===== config.mk =====
export PLATFORM = sky130hd
export DESIGN_NAME = z_core_inst_encoder
export DESIGN_NICKNAME = d
export VERILOG_FILES = /design/src/rtl/z_core_inst_encoder.sv
export SDC_FILE = /design/constraint.sdc
export NUM_CORES = 1
export LEC_CHECK = 0
export ABC_AREA = 1
export BUFFER_PORTS_ARGS = -buffer_cell sky130_fd_sc_hd__clkbuf_2
export CAP_MARGIN = 20
export CORE_MARGIN = 2
export CORE_UTILIZATION = 46
export DETAILED_ROUTE_END_ITERATION = 10
export PLACE_DENSITY = 0.76
export RECOVER_POWER = 50
export SYNTH_ARGS = -nofsm -noshare
export SYNTH_HDL_FRONTEND = slang
export SYNTH_SLANG_ARGS = --single-unit

===== constraint.sdc =====
create_clock -name clk -period 2.5 [get_ports clk]
set_input_delay 0.125 -clock clk [delete_from_list [all_inputs] [get_ports clk]]
set_output_delay 0.125 -clock clk [all_outputs]
set_load 0.01 [all_outputs]

===== src/rtl/z_core_inst_encoder.sv =====
// z_core_inst_encoder: streaming RV32I instruction encoder.
// Packs op/register/funct/immediate fields into a 32-bit instruction word
// (R/I/S/B/U/J), queues it with an error flag in a small output FIFO and
// counts delivered words.
// Optional macro Z_CORE_ENC_RANGE_CHECK_EN adds immediate range checking
// to the error flag; without it only an illegal format raises the flag.
module z_core_inst_encoder #(
  parameter int FIFO_DEPTH = 2,
  parameter int CNT_W      = 16
) (
  input  logic             clk,
  input  logic             rstn,
  input  logic             in_valid,
  output logic             in_ready,
  input  logic [2:0]       in_fmt,
  input  logic [6:0]       in_op,
  input  logic [4:0]       in_rd,
  input  logic [4:0]       in_rs1,
  input  logic [4:0]       in_rs2,
  input  logic [2:0]       in_funct3,
  input  logic [6:0]       in_funct7,
  input  logic [31:0]      in_imm,
  output logic             out_valid,
  input  logic             out_ready,
  output logic [31:0]      out_inst,
  output logic             out_err,
  output logic [CNT_W-1:0] enc_count
);

  localparam int PTR_W = (FIFO_DEPTH > 1) ? $clog2(FIFO_DEPTH) : 1;
  localparam logic [PTR_W:0] FULL_OCC = (PTR_W + 1)'(FIFO_DEPTH);

  typedef enum logic [2:0] {
    FMT_R = 3'd0,
    FMT_I = 3'd1,
    FMT_S = 3'd2,
    FMT_B = 3'd3,
    FMT_U = 3'd4,
    FMT_J = 3'd5
  } fmt_t;

  logic [31:0]      enc_inst;
  logic             illegal_fmt;
  logic             enc_err;

  logic [32:0]      mem [FIFO_DEPTH];
  logic [PTR_W-1:0] wr_ptr;
  logic [PTR_W-1:0] rd_ptr;
  logic [PTR_W:0]   occ;
  logic             full;
  logic             empty;
  logic             push;
  logic             pop;

  // Field packing per instruction format; illegal formats encode to zero.
  always_comb begin
    enc_inst    = 32'h0000_0000;
    illegal_fmt = 1'b0;
    case (fmt_t'(in_fmt))
      FMT_R: enc_inst = {in_funct7, in_rs2, in_rs1, in_funct3, in_rd, in_op};
      FMT_I: enc_inst = {in_imm[11:0], in_rs1, in_funct3, in_rd, in_op};
      FMT_S: enc_inst = {in_imm[11:5], in_rs2, in_rs1, in_funct3,
                         in_imm[4:0], in_op};
      FMT_B: enc_inst = {in_imm[12], in_imm[10:5], in_rs2, in_rs1, in_funct3,
                         in_imm[4:1], in_imm[11], in_op};
      FMT_U: enc_inst = {in_imm[31:12], in_rd, in_op};
      FMT_J: enc_inst = {in_imm[20], in_imm[10:1], in_imm[11], in_imm[19:12],
                         in_rd, in_op};
      default: illegal_fmt = 1'b1;
    endcase
  end

`ifdef Z_CORE_ENC_RANGE_CHECK_EN
  logic range_err;

  // An immediate fits when all bits above the field's sign bit replicate it;
  // branch and jump offsets must also be even.
  always_comb begin
    range_err = 1'b0;
    case (fmt_t'(in_fmt))
      FMT_I, FMT_S: range_err = (in_imm[31:11] != {21{in_imm[11]}});
      FMT_B:        range_err = (in_imm[31:12] != {20{in_imm[12]}}) | in_imm[0];
      FMT_J:        range_err = (in_imm[31:20] != {12{in_imm[20]}}) | in_imm[0];
      FMT_U:        range_err = (in_imm[11:0] != 12'h000);
      default:      range_err = 1'b0;
    endcase
  end

  assign enc_err = illegal_fmt | range_err;
`else
  assign enc_err = illegal_fmt;
`endif

  assign full      = (occ == FULL_OCC);
  assign empty     = (occ == '0);
  assign in_ready  = rstn & ~full;
  assign out_valid = ~empty;
  assign push      = in_valid & in_ready;
  assign pop       = out_valid & out_ready;
  assign out_inst  = empty ? 32'h0000_0000 : mem[rd_ptr][32:1];
  assign out_err   = empty ? 1'b0 : mem[rd_ptr][0];

  // Storage array; the tail slot is never the presented head while pushing.
  always_ff @(posedge clk) begin
    if (push) begin
      mem[wr_ptr] <= {enc_inst, enc_err};
    end
  end

  // Pointer and occupancy bookkeeping; reset discards everything queued.
  always_ff @(posedge clk) begin
    if (!rstn) begin
      wr_ptr <= '0;
      rd_ptr <= '0;
      occ    <= '0;
    end else begin
      if (push) begin
        wr_ptr <= wr_ptr + PTR_W'(1);
      end
      if (pop) begin
        rd_ptr <= rd_ptr + PTR_W'(1);
      end
      case ({push, pop})
        2'b10:   occ <= occ + (PTR_W + 1)'(1);
        2'b01:   occ <= occ - (PTR_W + 1)'(1);
        default: occ <= occ;
      endcase
    end
  end

  // Delivered-word counter, wraps naturally at its width.
  always_ff @(posedge clk) begin
    if (!rstn) begin
      enc_count <= '0;
    end else if (pop) begin
      enc_count <= enc_count + CNT_W'(1);
    end
  end

endmodule


==> flow_metrics.tcl <==
set metrics [dict create \
    synth_cell_types 26 \
    post_cts_resized 0 \
    grt_usage_pct 18.9 \
    dieArea_um2 9410 \
    wl_mm 8.71 \
    syn_to_final_growth_pct 23.2 \
    vias 3400 \
    cts_tree "built" \
    worstSkewPairLatency_ps 350 \
    synth-seq-area-share_pct 60.4 \
    clk_pin_slew_ps 90 \
    r2r_start "occ[1]" \
    topRoutingLayerUsed "met4" \
    pin_count 122 \
    critPathRequiredTime_ps 2380 \
    r2r_end "occ[1]" \
    worst_pin_slew_ps 832 \
    final_area_um2 4900 \
    critical_path_class "reg2out" \
    drive_gt1_share_pct 22.6 \
    postPlaceCellArea_um2 4700 \
    drtIter0Drc 169 \
    routed_via_density 5.02 \
    nNetsFinal 640 \
    min_period_ps 1960 \
    pre_cts_ws_ps 644 \
    ctsHtreeMaxLevel 3 \
    synth_area_um2 3980 \
    finalWeightedCongestion 0.832 \
    wl_met2_mm 4.20 \
    start_util_pct 48.0 \
    hold_viol_final 0 \
    hold_path_class "in2reg" \
    n_antenna_cell 0 \
    leakage_uw 0.00210 \
    clock_skew_ps 5.65 \
    portBuffers 121 \
    arrival_ps 1830 \
    crit_path_end_kind "output pin" \
    antenna_found_initial 0 \
    rows 33 \
    postCtsSetupBuffers 0 \
    cap_violations 0 \
    grt_max_degree 35 \
    worstHoldPathCells 3 \
    crit_path_max_fanout 21 \
    coreArea_um2 8300 \
    p_per_area_nw_per_um2 705 \
    grt_pass1_wl_mm 14.2 \
    irDropWorstVdd_uv 379 \
    cts_buffer_depth 2 \
    synthCells 446 \
    routedWlPerCell_um 12.9 \
    hpwlAfterDp_mm 6.27 \
    reg2reg_slack_ps 590 \
    numCtsBuffers 9 \
    dieWidth_um 97.0 \
    drcViolationCount 0 \
    syn_avg_cell_area_um2 8.92 \
    cts.sinks 87 \
    finalMaxSlewViolations 0 \
    ctsHoldBuffers 0 \
    met1Wirelength_mm 3.77 \
    cts_root_buffer "clkbuf_8" \
    gr-total-overflow 0 \
    first_pass_iters 5 \
    setup-violations-final 0 \
    status "completed" \
    r2r_cells 6 \
    grt_pass1_vias 3205 \
    period_share_pct 78.2 \
    relSlewSlack_pct 44.1 \
    ys_ff_latch 87 \
    die_h_um 97.0 \
    fmax_ghz 0.511 \
    hold_path_end "mem[0][18]" \
    ant_nets 0 \
    min_from "in_rs1[2]" \
    ys_warn_count 0 \
    syn-num-nets 519 \
    start_kind "flip-flop" \
    fin_ws_ps 544 \
    rsz0062_at_grt "false" \
    met3_length_um 555 \
]
[worst max-delay path by stage]
stage | depth (start not counted) | end | startpoint | slack, ps
3_3_place_gp | 6 | mem[1][15] | rstn | 730
6_report | 5 | out_inst[23] | flip-flop | 540
4_1_cts | 5 | out_inst[23] | flip-flop | 500
2_1_floorplan | 4 | mem[0][0] | occ[0] | -260
3_5_place_dp | 6 | mem[1][15] | rstn | 640
5_1_grt | 5 | out_inst[23] | flip-flop | 320
[per-stage QoR]
step | setup TNS [ps] | utilization [%] | hold slack, ps | cells | power (uW)
2_1_floorplan | -17150 | - | 263 | 446 | 2080
3_3_place_gp | 0 | 56.6 | 428 | 661 | 2340
3_5_place_dp | 0 | 56.6 | 429 | 661 | 2360
4_1_cts | 0 | 59.6 | 53.2 | 677 | 3500
5_1_grt | 0 | 59.1 | 69.8 | 677 | 3620
6_report | 0 | 59.1 | 70.4 | 677 | 3460
[placed cells by master, fill, tap and decap left out]
cell type / Yosys / layout
clkinvlp_4: 0 / 1
o21ai_0: 13 / 14
inv_1: 36 / 37
inv_6: 0 / 1
ha_1: 2 / 2
a21oi_1: 47 / 47
clkbuf_2: 0 / 103
nand3b_1: 1 / 1
nand2_1: 150 / 151
nor3_1: 4 / 4
clkbuf_8: 0 / 9
a211oi_1: 1 / 1
nor2_1: 40 / 41
nor2_4: 2 / 3
bufinv_16: 0 / 3
buf_4: 0 / 6
dfxtp_1: 21 / 21
nand3_2: 1 / 1
nand4_1: 8 / 8
and3_1: 1 / 1
o211ai_1: 4 / 4
clkbuf_1: 11 / 18
xor2_1: 2 / 2
clkinv_2: 0 / 1
clkinv_4: 0 / 1
edfxtp_1: 66 / 66
nand3_1: 25 / 25
[layer usage]
metal | vias up | GRT usage, %
met5 | - | 0
met4 | 0 | 7.80
met3 | 13 | 3.61
met2 | 128 | 31.9
met1 | 1534 | 23.7
li1 | 1725 | -
[worst max-delay path, stage by stage (launching register included)]
cell      delay (ps)
dfxtp_1          320
inv_1            500
buf_4            270
nand2_1           60
a21oi_1          180
clkbuf_2         170
[flip-flops by register name, summed over array words and instances (netlist names), named ones only]
register and cells:
enc_count 16, wr_ptr 1, occ 2, rd_ptr 1
mem 66
[cell families after synthesis]
group | Yosys count | share of synthesized area, %
DFF | 87 | 60.4
AOI/OAI and AO/OA | 66 | 8.71
buffers and inverters | 54 | 5.41
xor gates and xnor gates | 2 | 0.440
adders and majority gates | 2 | 0.629
and+or+nand+nor | 235 | 24.5
[report_power, final]
group	total (uW)	internal, uW	switching (uW)
logic	639	220	419
clock network	1150	667	486
registers	1670	1640	30.3
[layout make-up]
cell class | count | area, um2
tap | 105 | 131
sequential | 87 | 2400
timing repair buffer | 127 | 628
multi-input combinational | 305 | 1360
clock buffer | 9 | 124
fill | 722 | 3400
inverter | 37 | 139
clock inverter | 7 | 120
[cell usage after synthesis]
cell / count / area (um2)
nor2_1: 40 / 150
inv_2: 1 / 3.75
nand3_2: 1 / 10.0
nor2_4: 2 / 22.5
buf_2: 4 / 20.0
buf_6: 1 / 11.3
and3_1: 1 / 6.26
a21oi_1: 47 / 235
xor2_1: 2 / 17.5
dfxtp_1: 21 / 420
nand3_1: 25 / 125
clkbuf_1: 11 / 41.3
o21ai_2: 1 / 8.76
a211oi_1: 1 / 7.51
nand2_1: 150 / 563
inv_1: 36 / 135
nand4_1: 8 / 50.1
nor2_2: 2 / 12.5
nand2_2: 1 / 6.26
o211ai_1: 4 / 30.0
ha_1: 2 / 25.0
nor3_1: 4 / 20.0
edfxtp_1: 66 / 1980
nand3b_1: 1 / 7.51
o21ai_0: 13 / 65.1
buf_1: 1 / 3.75
Note: power is estimated with default switching activity, not from simulation.
